**src/rtl/fifo_2port.sv**
```systemverilog
// Single-clock FIFO built on a two-port RAM (one write port, one registered read port).
// Pointers carry an extra wrap bit so full and empty can be told apart with equal low bits.
module fifo_2port #(
    parameter int unsigned DATA_WIDTH = 8,
    parameter int unsigned ADDR_WIDTH = 3
) (
    input  logic                  clk,
    input  logic                  reset,
    input  logic                  WREN,
    input  logic                  RDEN,
    input  logic [DATA_WIDTH-1:0] data_in,
    output logic [DATA_WIDTH-1:0] data_out,
    output logic                  empty,
    output logic                  full
);

    localparam logic [ADDR_WIDTH:0] PtrInc = {{ADDR_WIDTH{1'b0}}, 1'b1};

    logic [ADDR_WIDTH:0] wr_ptr_q, wr_ptr_d;
    logic [ADDR_WIDTH:0] rd_ptr_q, rd_ptr_d;
    logic                wr_ok;
    logic                rd_ok;

    always_comb begin
        empty = (wr_ptr_q == rd_ptr_q);
        full  = (wr_ptr_q[ADDR_WIDTH-1:0] == rd_ptr_q[ADDR_WIDTH-1:0]) &&
                (wr_ptr_q[ADDR_WIDTH] != rd_ptr_q[ADDR_WIDTH]);
    end

    // A read on a full FIFO frees the slot being written, so the write is still taken.
    always_comb begin
        wr_ok = WREN && (!full || RDEN) && !reset;
        rd_ok = RDEN && !empty && !reset;
    end

    always_comb begin
        wr_ptr_d = wr_ptr_q;
        rd_ptr_d = rd_ptr_q;
        if (wr_ok) begin
            wr_ptr_d = wr_ptr_q + PtrInc;
        end
        if (rd_ok) begin
            rd_ptr_d = rd_ptr_q + PtrInc;
        end
    end

    always_ff @(posedge clk) begin
        if (reset) begin
            wr_ptr_q <= '0;
            rd_ptr_q <= '0;
        end else begin
            wr_ptr_q <= wr_ptr_d;
            rd_ptr_q <= rd_ptr_d;
        end
    end

    fifo_2port_ram #(
        .DATA_WIDTH (DATA_WIDTH),
        .ADDR_WIDTH (ADDR_WIDTH)
    ) u_ram (
        .clk     (clk),
        .reset   (reset),
        .wr_en   (wr_ok),
        .wr_addr (wr_ptr_q[ADDR_WIDTH-1:0]),
        .wr_data (data_in),
        .rd_en   (rd_ok),
        .rd_addr (rd_ptr_q[ADDR_WIDTH-1:0]),
        .rd_data (data_out)
    );

endmodule

// Two-port RAM: storage is never reset; only the read data register is cleared.
module fifo_2port_ram #(
    parameter int unsigned DATA_WIDTH = 8,
    parameter int unsigned ADDR_WIDTH = 3
) (
    input  logic                  clk,
    input  logic                  reset,
    input  logic                  wr_en,
    input  logic [ADDR_WIDTH-1:0] wr_addr,
    input  logic [DATA_WIDTH-1:0] wr_data,
    input  logic                  rd_en,
    input  logic [ADDR_WIDTH-1:0] rd_addr,
    output logic [DATA_WIDTH-1:0] rd_data
);

    localparam int unsigned Depth = 2 ** ADDR_WIDTH;

    logic [DATA_WIDTH-1:0] mem_q [Depth];

    always_ff @(posedge clk) begin
        if (wr_en) begin
            mem_q[wr_addr] <= wr_data;
        end
    end

    // Read-before-write when a full FIFO reads and writes the same slot.
    always_ff @(posedge clk) begin
        if (reset) begin
            rd_data <= '0;
        end else if (rd_en) begin
            rd_data <= mem_q[rd_addr];
        end
    end

endmodule

```
**config.mk**
```make
export PLATFORM = sky130hd
export DESIGN_NAME = fifo_2port
export DESIGN_NICKNAME = d
export VERILOG_FILES = /design/src/rtl/fifo_2port.sv
export SDC_FILE = /design/constraint.sdc
export NUM_CORES = 1
export LEC_CHECK = 0
export BUFFER_PORTS_ARGS = -buffer_cell sky130_fd_sc_hd__buf_2
export CORE_MARGIN = 2
export CORE_UTILIZATION = 45
export CTS_BUF_LIST = sky130_fd_sc_hd__clkbuf_4 sky130_fd_sc_hd__clkbuf_8 sky130_fd_sc_hd__clkbuf_16
export CTS_CLUSTER_DIAMETER = 120
export CTS_CLUSTER_SIZE = 14
export DETAILED_ROUTE_END_ITERATION = 16
export GPL_ROUTABILITY_DRIVEN = 0
export PLACE_DENSITY = 0.7
export SLEW_MARGIN = 15
export SYNTH_ARGS = -nofsm -noshare
export SYNTH_HDL_FRONTEND = slang
export SYNTH_HIERARCHICAL = 1
export SYNTH_SLANG_ARGS = --single-unit
```
**constraint.sdc**
```tcl
create_clock -name clk -period 4.1 [get_ports clk]
set_input_delay 0.41 -clock clk [delete_from_list [all_inputs] [get_ports clk]]
set_output_delay 0.41 -clock clk [all_outputs]
set_load 0.05 [all_outputs]
```
# Word level (Yosys, flattened, before mapping)
# Memories as Yosys holds them, arrays and structs flattened. A register that Yosys moved wholly into a read port is not among the register bits.
# Cells that the tools add are included.
[totals] word_cells=19 ram_bits=64 output_inout_bits=10 n_memories=1 reg_bits=8 in_bits=12
[classes] add_sub_neg=2 n_reduce_logical=9 eq_ne=3 mux=2
[memory_table] memory="u_ram.mem_q" words=8 word_bits=8 rd=1 rd_clocked_by_memory_dff=1 wr=1 line="90" source="logic [DATA_WIDTH-1:0] mem_q [Depth];"
[op_table] operator="$add A4 B1 Y4 const B" n=2
[op_table] operator="$logic_and A1 B1 Y1" n=5
[op_table] operator="$eq A4 B4 Y1" n=1
[op_table] operator="$eq A3 B3 Y1" n=1
[op_table] operator="$logic_not A1 Y1" n=3
[op_table] operator="$mux W1" n=2
[op_table] operator="$logic_or A1 B1 Y1" n=1
[op_table] operator="$ne A1 B1 Y1" n=1

# Logic depth before layout (Yosys ltp)
# Gate-level depths: netlist (run 1).
[logic_depth] word_depth=8 mapped_depth=7 mapped_depth_nobuf=6

# By module
# The synthesis (run 1) kept the hierarchy.
[by_module_without_submodules] module="fifo_2port_ram" area_per_inst_um2=2812.7 cells_per_inst=162 n_inst=1 seq_area_each_um2=2082.0
[by_module_without_submodules] module="fifo_2port" area_per_inst_um2=558.0 cells_per_inst=68 n_inst=1 seq_area_each_um2=160.2

# Worst setup path after synthesis (run 1)
# No wires, ideal clock.
[synth_path] path_type="register to register" startpoint="register wr_ptr_q[0]" endpoint="memory u_ram.mem_q[0][0] (enable)" synth_period_minus_slack_ns=2.122 arrival_ns=1.738 n_path_buf=0 t_required_ns=3.717 setup_time_ns=0.383 slack_ns=1.978 stages_incl_launch_ff=7 cell_sequence="dfxtp_1 > xnor2_1 > nand4_2 > o21ai_0 > nor2_1 > nand2b_1 > nor3_1"
[synth_via] elab_chain_cells=8
[synth_rtl] element="from (decl)" line="19" source="logic [ADDR_WIDTH:0] wr_ptr_q, wr_ptr_d;"
[synth_rtl] element="from (signal assigned)" line="52" source="wr_ptr_q <= wr_ptr_d;"
[synth_rtl] element="$eq A3 B3 Y1" line="26" source="full = (wr_ptr_q[ADDR_WIDTH-1:0] == rd_ptr_q[ADDR_WIDTH-1:0]) &&"
[synth_rtl] element="$logic_and A1 B1 Y1" line="26"
[synth_rtl] element="$logic_not A1 Y1" line="32" source="wr_ok = WREN && (!full || RDEN) && !reset;"
[synth_rtl] element="$logic_or A1 B1 Y1" line="32"
[synth_rtl] element="$logic_and A1 B1 Y1 (2 in a row)" line="32"
[synth_rtl] element="named net wr_ok" line="21" source="logic wr_ok;"
[synth_rtl] element="$mux W1" line="93" source="if (wr_en) begin"
[synth_rtl] element="$mux W1 (implied by the code)" line="94" source="mem_q[wr_addr] <= wr_data;"
[synth_rtl] element="to (decl)" line="90"
# The timed path passes the listed nets, and every way through them passes these cells.

# Final worst setup path (run 1)
[layout_path] startpoint="register wr_ptr_q[0]" endpoint="register u_ram.rd_data[3], read port of u_ram.mem_q"
[layout_via] elab_chain_cells=4
[layout_rtl] element="$eq A4 B4 Y1" line="25" source="empty = (wr_ptr_q == rd_ptr_q);"
[layout_rtl] element="$logic_not A1 Y1" line="33" source="rd_ok = RDEN && !empty && !reset;"
[layout_rtl] element="$logic_and A1 B1 Y1 (2 in a row)" line="33"
[layout_rtl] element="named net rd_ok" line="22" source="logic rd_ok;"
[layout_rtl] element="to (decl)" line="85" source="output logic [DATA_WIDTH-1:0] rd_data"
# The timed path passes the listed nets, and every way through them passes these cells.
# A chain may end at the register's enable or synchronous reset.

==> results of run 1 <==
==> final cells by class <==
cell class	count	area share, %
clock buffer	10	3.48
clock inverter	6	3.08
inverter	5	0.497
multi-input combinational	133	26.9
sequential	80	59.4
tap	99	3.28
timing repair buffer	24	3.38
==> power by group <==
part,switching [µW],internal (µW)
Sequential,28.0,918
Clock,286,416
Combinational,280,182
Total,594,1520
==> sequential cells by signal, indices dropped and copies added (netlist names) <==
register       cells
rd_ptr_q           4
u_ram/rd_data      8
u_ram/mem_q       64
wr_ptr_q           4
==> synthesized netlist by cell type (4+ instances only) <==
cell type,n
a221o_1,7
dfxtp_1,16
clkbuf_1,5
inv_1,5
nor2_1,22
o22ai_1,7
mux2i_1,17
mux2_2,16
nand2_1,5
xnor2_1,4
a211oi_1,7
nand3_1,5
edfxtp_1,64
nand2b_1,6
==> final timing paths <==
kind,slack [ns],end,cells after the start
worst max-delay path,1.72,u_ram/rd_data[3],5
worst min-delay path,0.35,u_ram/mem_q[4][1],1
worst max register to register,1.72,u_ram/rd_data[3],5
worst min register to register,0.49,u_ram/rd_data[2],2
==> per-layer routing <==
| metal | track usage, % | vias to the layer above | wire length (µm) |
|---|---|---|---|
| met1 | 23.4 | 975 | 2900 |
| met3 | 3.42 | 4 | 392 |
| li1 | - | 944 | - |
| met4 | 8.85 | 0 | 49 |
| met5 | 0 | - | 0 |
| met2 | 22.8 | 54 | 2840 |
==> through the flow <==
stage / utilization [%] / setup slack, ns
finish: 52.1 / 1.72
global route: 52.1 / 1.48
CTS: 52.1 / 1.73
detailed placement: 48.7 / 1.74
global placement: 48.7 / 1.79
floorplan: - / 1.98
==> cells by family (layout without fill, tap and decap cells) <==
| kind of cell | Yosys count | in the layout | share of synthesized area (%) |
|---|---|---|---|
| xor gates and xnor gates | 6 | 6 | 1.56 |
| and+or+nand+nor | 56 | 56 | 8.72 |
| adders and majority gates | 2 | 2 | 0.742 |
| muxes | 33 | 33 | 10.4 |
| DFF | 80 | 80 | 66.5 |
| AOI/OAI and AO/OA | 36 | 36 | 8.76 |
| buffers and inverters | 17 | 45 | 3.30 |
==> results.tsv, run 1 <==
stage	metric	value	unit
routing	overall routed net length	6180	µm
sta	Slew headroom	27.8	%
floorplanning	core box area	0.00725	mm²
sta	final hold viol count	0	
logic_synthesis	EDFF count, synth	64	
global_routing	Total GRT Usage	16.2	%
final_layout	Filler cells	623	
floorplanning	initial core utilization	46.5	%
cts	CTS root buffer	clkbuf_8	
sta	Final period util	58.1	%
sta	setup TNS	0	ns
pwr	Leak Pwr	0.00127	µW
global_routing	initial antenna violation count	0	
logic_synthesis	Post-Syn Area	0.00337	mm²
logic_synthesis	Synth top area share	57.0	%
floorplanning	die height	90.5	µm
global_routing	largest net degree at the start of global routing	36	
pwr	Cell Pwr Density	558	mW/mm²
global_routing	first-pass GRT wire length	9900	µm
routing	routed len/inst	17.3	µm
final_layout	most frequent cells in the layout	64 x edfxtp_1, 22 x nor2_1, 21 x buf_2	
logic_synthesis	area leader, netlist	edfxtp_1	
floorplanning	die area	0.00820	mm²
logic_synthesis	flops & latches, synth	80	
logic_synthesis	Synth warnings	6	
cts	clock sink total	80	
final_layout	Final nets	267	
sta	fin crit period	2.38	ns
flow_run	max_cap viols	0	
cts	# hold bufs at CTS	0	
logic_synthesis	Top FF cell, synth	edfxtp_1	
routing	routed via count	1977	
logic_synthesis	ys async rst share	0	%
final_layout	FF/Latch Area	0.00224	mm²
setup_path	Worst setup SP type	register	
cts	CTS max path bufs	2	
worst_hold_path	hold crit path type	in -> reg	
placement	IO Port Bufs	21	
cts	clock latency on the worst-skew pair	0.35	ns
cts	CTS H-Tree Depth	3	
setup_path	Crit path max-delay family	simple AND/OR/NAND/NOR gates	
sta	RSZ-0062 raised after global routing	no	
setup_path	Worst Setup SP	wr_ptr_q[0]	
sta	final setup vio count	0	
final_layout	Multi-input gate area	0.00102	mm²
final_layout	share of cells above drive strength 1	24.0	%
cts	CTS tree	built	
logic_synthesis	Syn Area/Cell	14.7	µm²
placement	placed cell areas	0.00353	mm²
sta	measured slew at the worst slew-check pin	1.08	ns
setup_path	Setup crit end kind	register	
setup_path	CP arrival	2.63	ns
floorplanning	I/O pin count	22	
setup_path	WS Path Type	reg -> reg	
setup_path	most used cell, CP	nor2_1	
final_layout	Final Non-Filler Cells	357	
floorplanning	row cnt	31	
logic_synthesis	count of unique library cells instantiated by Yosys	39	
cts	total CTS buffers	9	
run_status	run status	completed	
worst_hold_path	min-delay src	data_in[1]	
setup_path	crit path buf inv count	0	
setup_path	crit path max fanout	16	
routing	vias per cell	5.54	
final_layout	n_diodes	0	
logic_synthesis	post-synthesis sequential area ratio	66.5	%
logic_synthesis	Area contributors post-synth	edfxtp_1 57%, dfxtp_1 9.5%, mux2_2 5.3%	
final_layout	most common cell after layout, fill and taps aside	edfxtp_1	
pwr	Max VDD drop	0.000227	V
placement	DP HPWL	3980	µm
logic_synthesis	net count after synthesis	244	
final_layout	P&R area growth vs syn	12.1	%
setup_path	crit-path max cell delay	0.81	ns
placement	dpl cells	341	
pwr	total power	2110	µW
cts	setup bufs post-CTS	0	
cts	CTS resizes	0	
global_routing	vias in the first global route	1835	
logic_synthesis	Post-Synthesis Cells	230	
setup_path	RR Startpoint	wr_ptr_q[0]	
routing	DRT Pass-1 Iters	4	
final_layout	Layout Cell Area excl Fill	0.00378	mm²
routing	drt drc	0	
global_routing	total gr overflow	0	
floorplanning	die width	90.5	µm
sta	hold_ws	0.351	ns
routing	Initial DRC Count	109	
sta	fmax	0.420	GHz
setup_path	crit path cell chain	xnor2_1 -> a41o_4 -> nor2_1 -> nor2_1 -> a211oi_1	
sta	skew final	0.0156	ns
sta	Slew Limit Fails	0	
cts	Clock transition at path regs	0.09	ns
setup_path	Crit path required time	4.35	ns
setup_path	slowest CP cell	nor2_1	
routing	post-route ant nets	0	
(Power assumes the default switching activity.)
==> inputs of run 2 (changes only) <==
- clock period: 4.1 -> 2.5 ns (I/O delays scaled with it)
==> run 2 against run 1 <==
  * Wire length is 5.6% higher
  * Setup slack lost 1.4 ns
  * Flip-flop and latch count did not move
  * First-iteration DRC count increased by 55%
  * Largest power group unchanged
  * Cell count rose by 0.84%
  * Critical endpoint is now u_ram/mem_q[3][0]
  * Fmax is 11% higher
==> results.tsv, run 2 (synthesized netlist as in run 1, its figures left out) <==
stage	metric	value	unit	change
routing	vias per cell	5.43		was 5.54
setup_path	Setup crit end kind	register		unchanged
floorplanning	die width	90.5	µm	unchanged
cts	clock sink total	80		unchanged
routing	overall routed net length	6530	µm	was 6180 µm
sta	setup TNS	0	ns	unchanged
final_layout	most common cell after layout, fill and taps aside	edfxtp_1		unchanged
floorplanning	die height	90.5	µm	unchanged
pwr	total power	3340	µW	was 2110 µW
pwr	Max VDD drop	0.000318	V	was 0.000227 V
global_routing	Total GRT Usage	16.5	%	was 16.2%
final_layout	P&R area growth vs syn	11.7	%	was 12.1%
setup_path	RR Startpoint	wr_ptr_q[0]		unchanged
floorplanning	initial core utilization	46.5	%	unchanged
sta	RSZ-0062 raised after global routing	no		unchanged
global_routing	total gr overflow	0		unchanged
final_layout	Final nets	270		was 267
floorplanning	row cnt	31		unchanged
worst_hold_path	min-delay src	data_in[1]		unchanged
setup_path	Worst Setup SP	wr_ptr_q[0]		unchanged
final_layout	share of cells above drive strength 1	24.9	%	was 24.0%
routing	post-route ant nets	0		unchanged
cts	CTS tree	built		unchanged
routing	routed via count	1954		was 1977
setup_path	most used cell, CP	nor2_1		unchanged
cts	clock latency on the worst-skew pair	0.36	ns	was 0.35 ns
global_routing	vias in the first global route	1893		was 1835
final_layout	Top reg by flops	u_ram/mem_q		unchanged
floorplanning	die area	0.00820	mm²	unchanged
final_layout	Filler cells	597		was 623
final_layout	n_diodes	0		unchanged
routing	routed len/inst	18.1	µm	was 17.3 µm
pwr	Leak Pwr	0.00127	µW	about the same
sta	Final period util	85.9	%	was 58.1%
routing	drt drc	0		unchanged
global_routing	initial antenna violation count	0		unchanged
sta	Slew Limit Fails	0		unchanged
worst_hold_path	hold path depth	1		unchanged
cts	CTS H-Tree Depth	3		unchanged
sta	fmax	0.466	GHz	was 0.420 GHz
final_layout	FF/Latch Area	0.00224	mm²	unchanged
cts	CTS root buffer	clkbuf_8		unchanged
floorplanning	I/O pin count	22		unchanged
cts	CTS resizes	0		unchanged
floorplanning	core box area	0.00725	mm²	unchanged
setup_path	Worst Reg-to-Reg Cells	6		was 5
sta	measured slew at the worst slew-check pin	0.719	ns	was 1.08 ns
setup_path	crit path cell chain	xnor2_1 -> nand4_2 -> o21ai_0 -> nor2_1 -> nand2b_1 -> nor2_1		was xnor2_1 -> a41o_4 -> nor2_1 -> nor2_1 -> a211oi_1
cts	Clock transition at path regs	0.09	ns	about the same
sta	final setup vio count	0		unchanged
final_layout	max FFs per register	64		unchanged
setup_path	CP arrival	2.14	ns	was 2.63 ns
setup_path	Crit path required time	2.49	ns	was 4.35 ns
sta	final hold viol count	0		unchanged
routing	DRT Pass-1 Iters	4		unchanged
final_layout	Largest regs	u_ram/mem_q: 64 flops, u_ram/rd_data: 8 flops		unchanged
global_routing	first-pass GRT wire length	10000	µm	was 9900 µm
run_status	run status	completed		unchanged
sta	Slew headroom	51.9	%	was 27.8%
setup_path	crit-path max cell delay	0.57	ns	was 0.81 ns
final_layout	most frequent cells in the layout	64 x edfxtp_1, 22 x nor2_1, 21 x buf_2		unchanged
setup_path	crit path max fanout	12		was 16
worst_hold_path	hold crit path type	in -> reg		unchanged
cts	setup bufs post-CTS	0		unchanged
global_routing	largest net degree at the start of global routing	36		unchanged
setup_path	WS Path Type	reg -> reg		unchanged
setup_path	Worst setup SP type	register		unchanged
placement	DP HPWL	4240	µm	was 3980 µm
setup_path	slowest CP cell	nor2_1		unchanged
cts	total CTS buffers	9		unchanged
pwr	Cell Pwr Density	887	mW/mm²	was 558 mW/mm²
routing	Initial DRC Count	169		was 109
cts	# hold bufs at CTS	0		unchanged
placement	IO Port Bufs	21		unchanged
final_layout	Multi-input gate area	0.00102	mm²	unchanged
flow_run	max_cap viols	0		unchanged
sta	fin crit period	2.15	ns	was 2.38 ns
sta	skew final	0.0127	ns	was 0.0156 ns
cts	CTS max path bufs	2		unchanged
## run 2: changes by cell type in the layout (fill, tap and decap cells not counted)
cell | before | now
clkinv_4 | 2 | 1
clkbuf_8 | 9 | 10
inv_8 | 0 | 1
clkinvlp_4 | 0 | 1
buf_4 | 3 | 6
inv_6 | 1 | 2
clkbuf_4 | 1 | 0
bufinv_16 | 3 | 1
## run 2: final timing paths
| path | end | slack [ns] |
|---|---|---|
| setup / recovery | u_ram/mem_q[3][0] | 0.35 |
| setup reg to reg | u_ram/mem_q[3][0] | 0.35 |
| hold reg to reg | u_ram/rd_data[3] | 0.49 |
| hold / removal | u_ram/mem_q[2][1] | 0.19 |
## run 2: layout make-up
type | instances | area share [%]
multi-input combinational | 133 | 27.0
clock inverter | 6 | 1.99
sequential | 80 | 59.6
timing repair buffer | 27 | 3.99
tap | 99 | 3.29
inverter | 5 | 0.498
clock buffer | 10 | 3.65
## run 2: routing by layer
layer	GRT usage (%)	up-vias	wire length (µm)
met5	0	-	0
met4	9.10	0	149
met3	3.76	11	306
met2	24.3	60	2960
met1	22.7	940	3110
li1	-	943	-
## run 2: critical path: cells and delay by family, from the launching register on
family	cells	cell delay, ns
xor+xnor	1	0.19
compound gates	1	0.08
flops	1	0.54
simple gates	4	0.97
## run 2: report_power, final
| group | switching [µW] | leakage, µW | internal [µW] |
|---|---|---|---|
| clock | 496 | 0.000105 | 504 |
| combinational | 483 | 0.000454 | 308 |
| sequential | 46.1 | 0.000709 | 1500 |
## run 2: through the flow
step	utilization, %	hold WS [ns]	cell area (µm²)	std cells	setup slack [ns]
detailed placement	49.0	0.482	3550	344	0.349
global placement	49.0	0.469	3550	344	0.419
finish	51.9	0.189	3770	360	0.354
global route	51.9	0.200	3770	360	0.148
CTS	51.9	0.179	3770	360	0.338
floorplan	-	0.349	3370	230	0.378
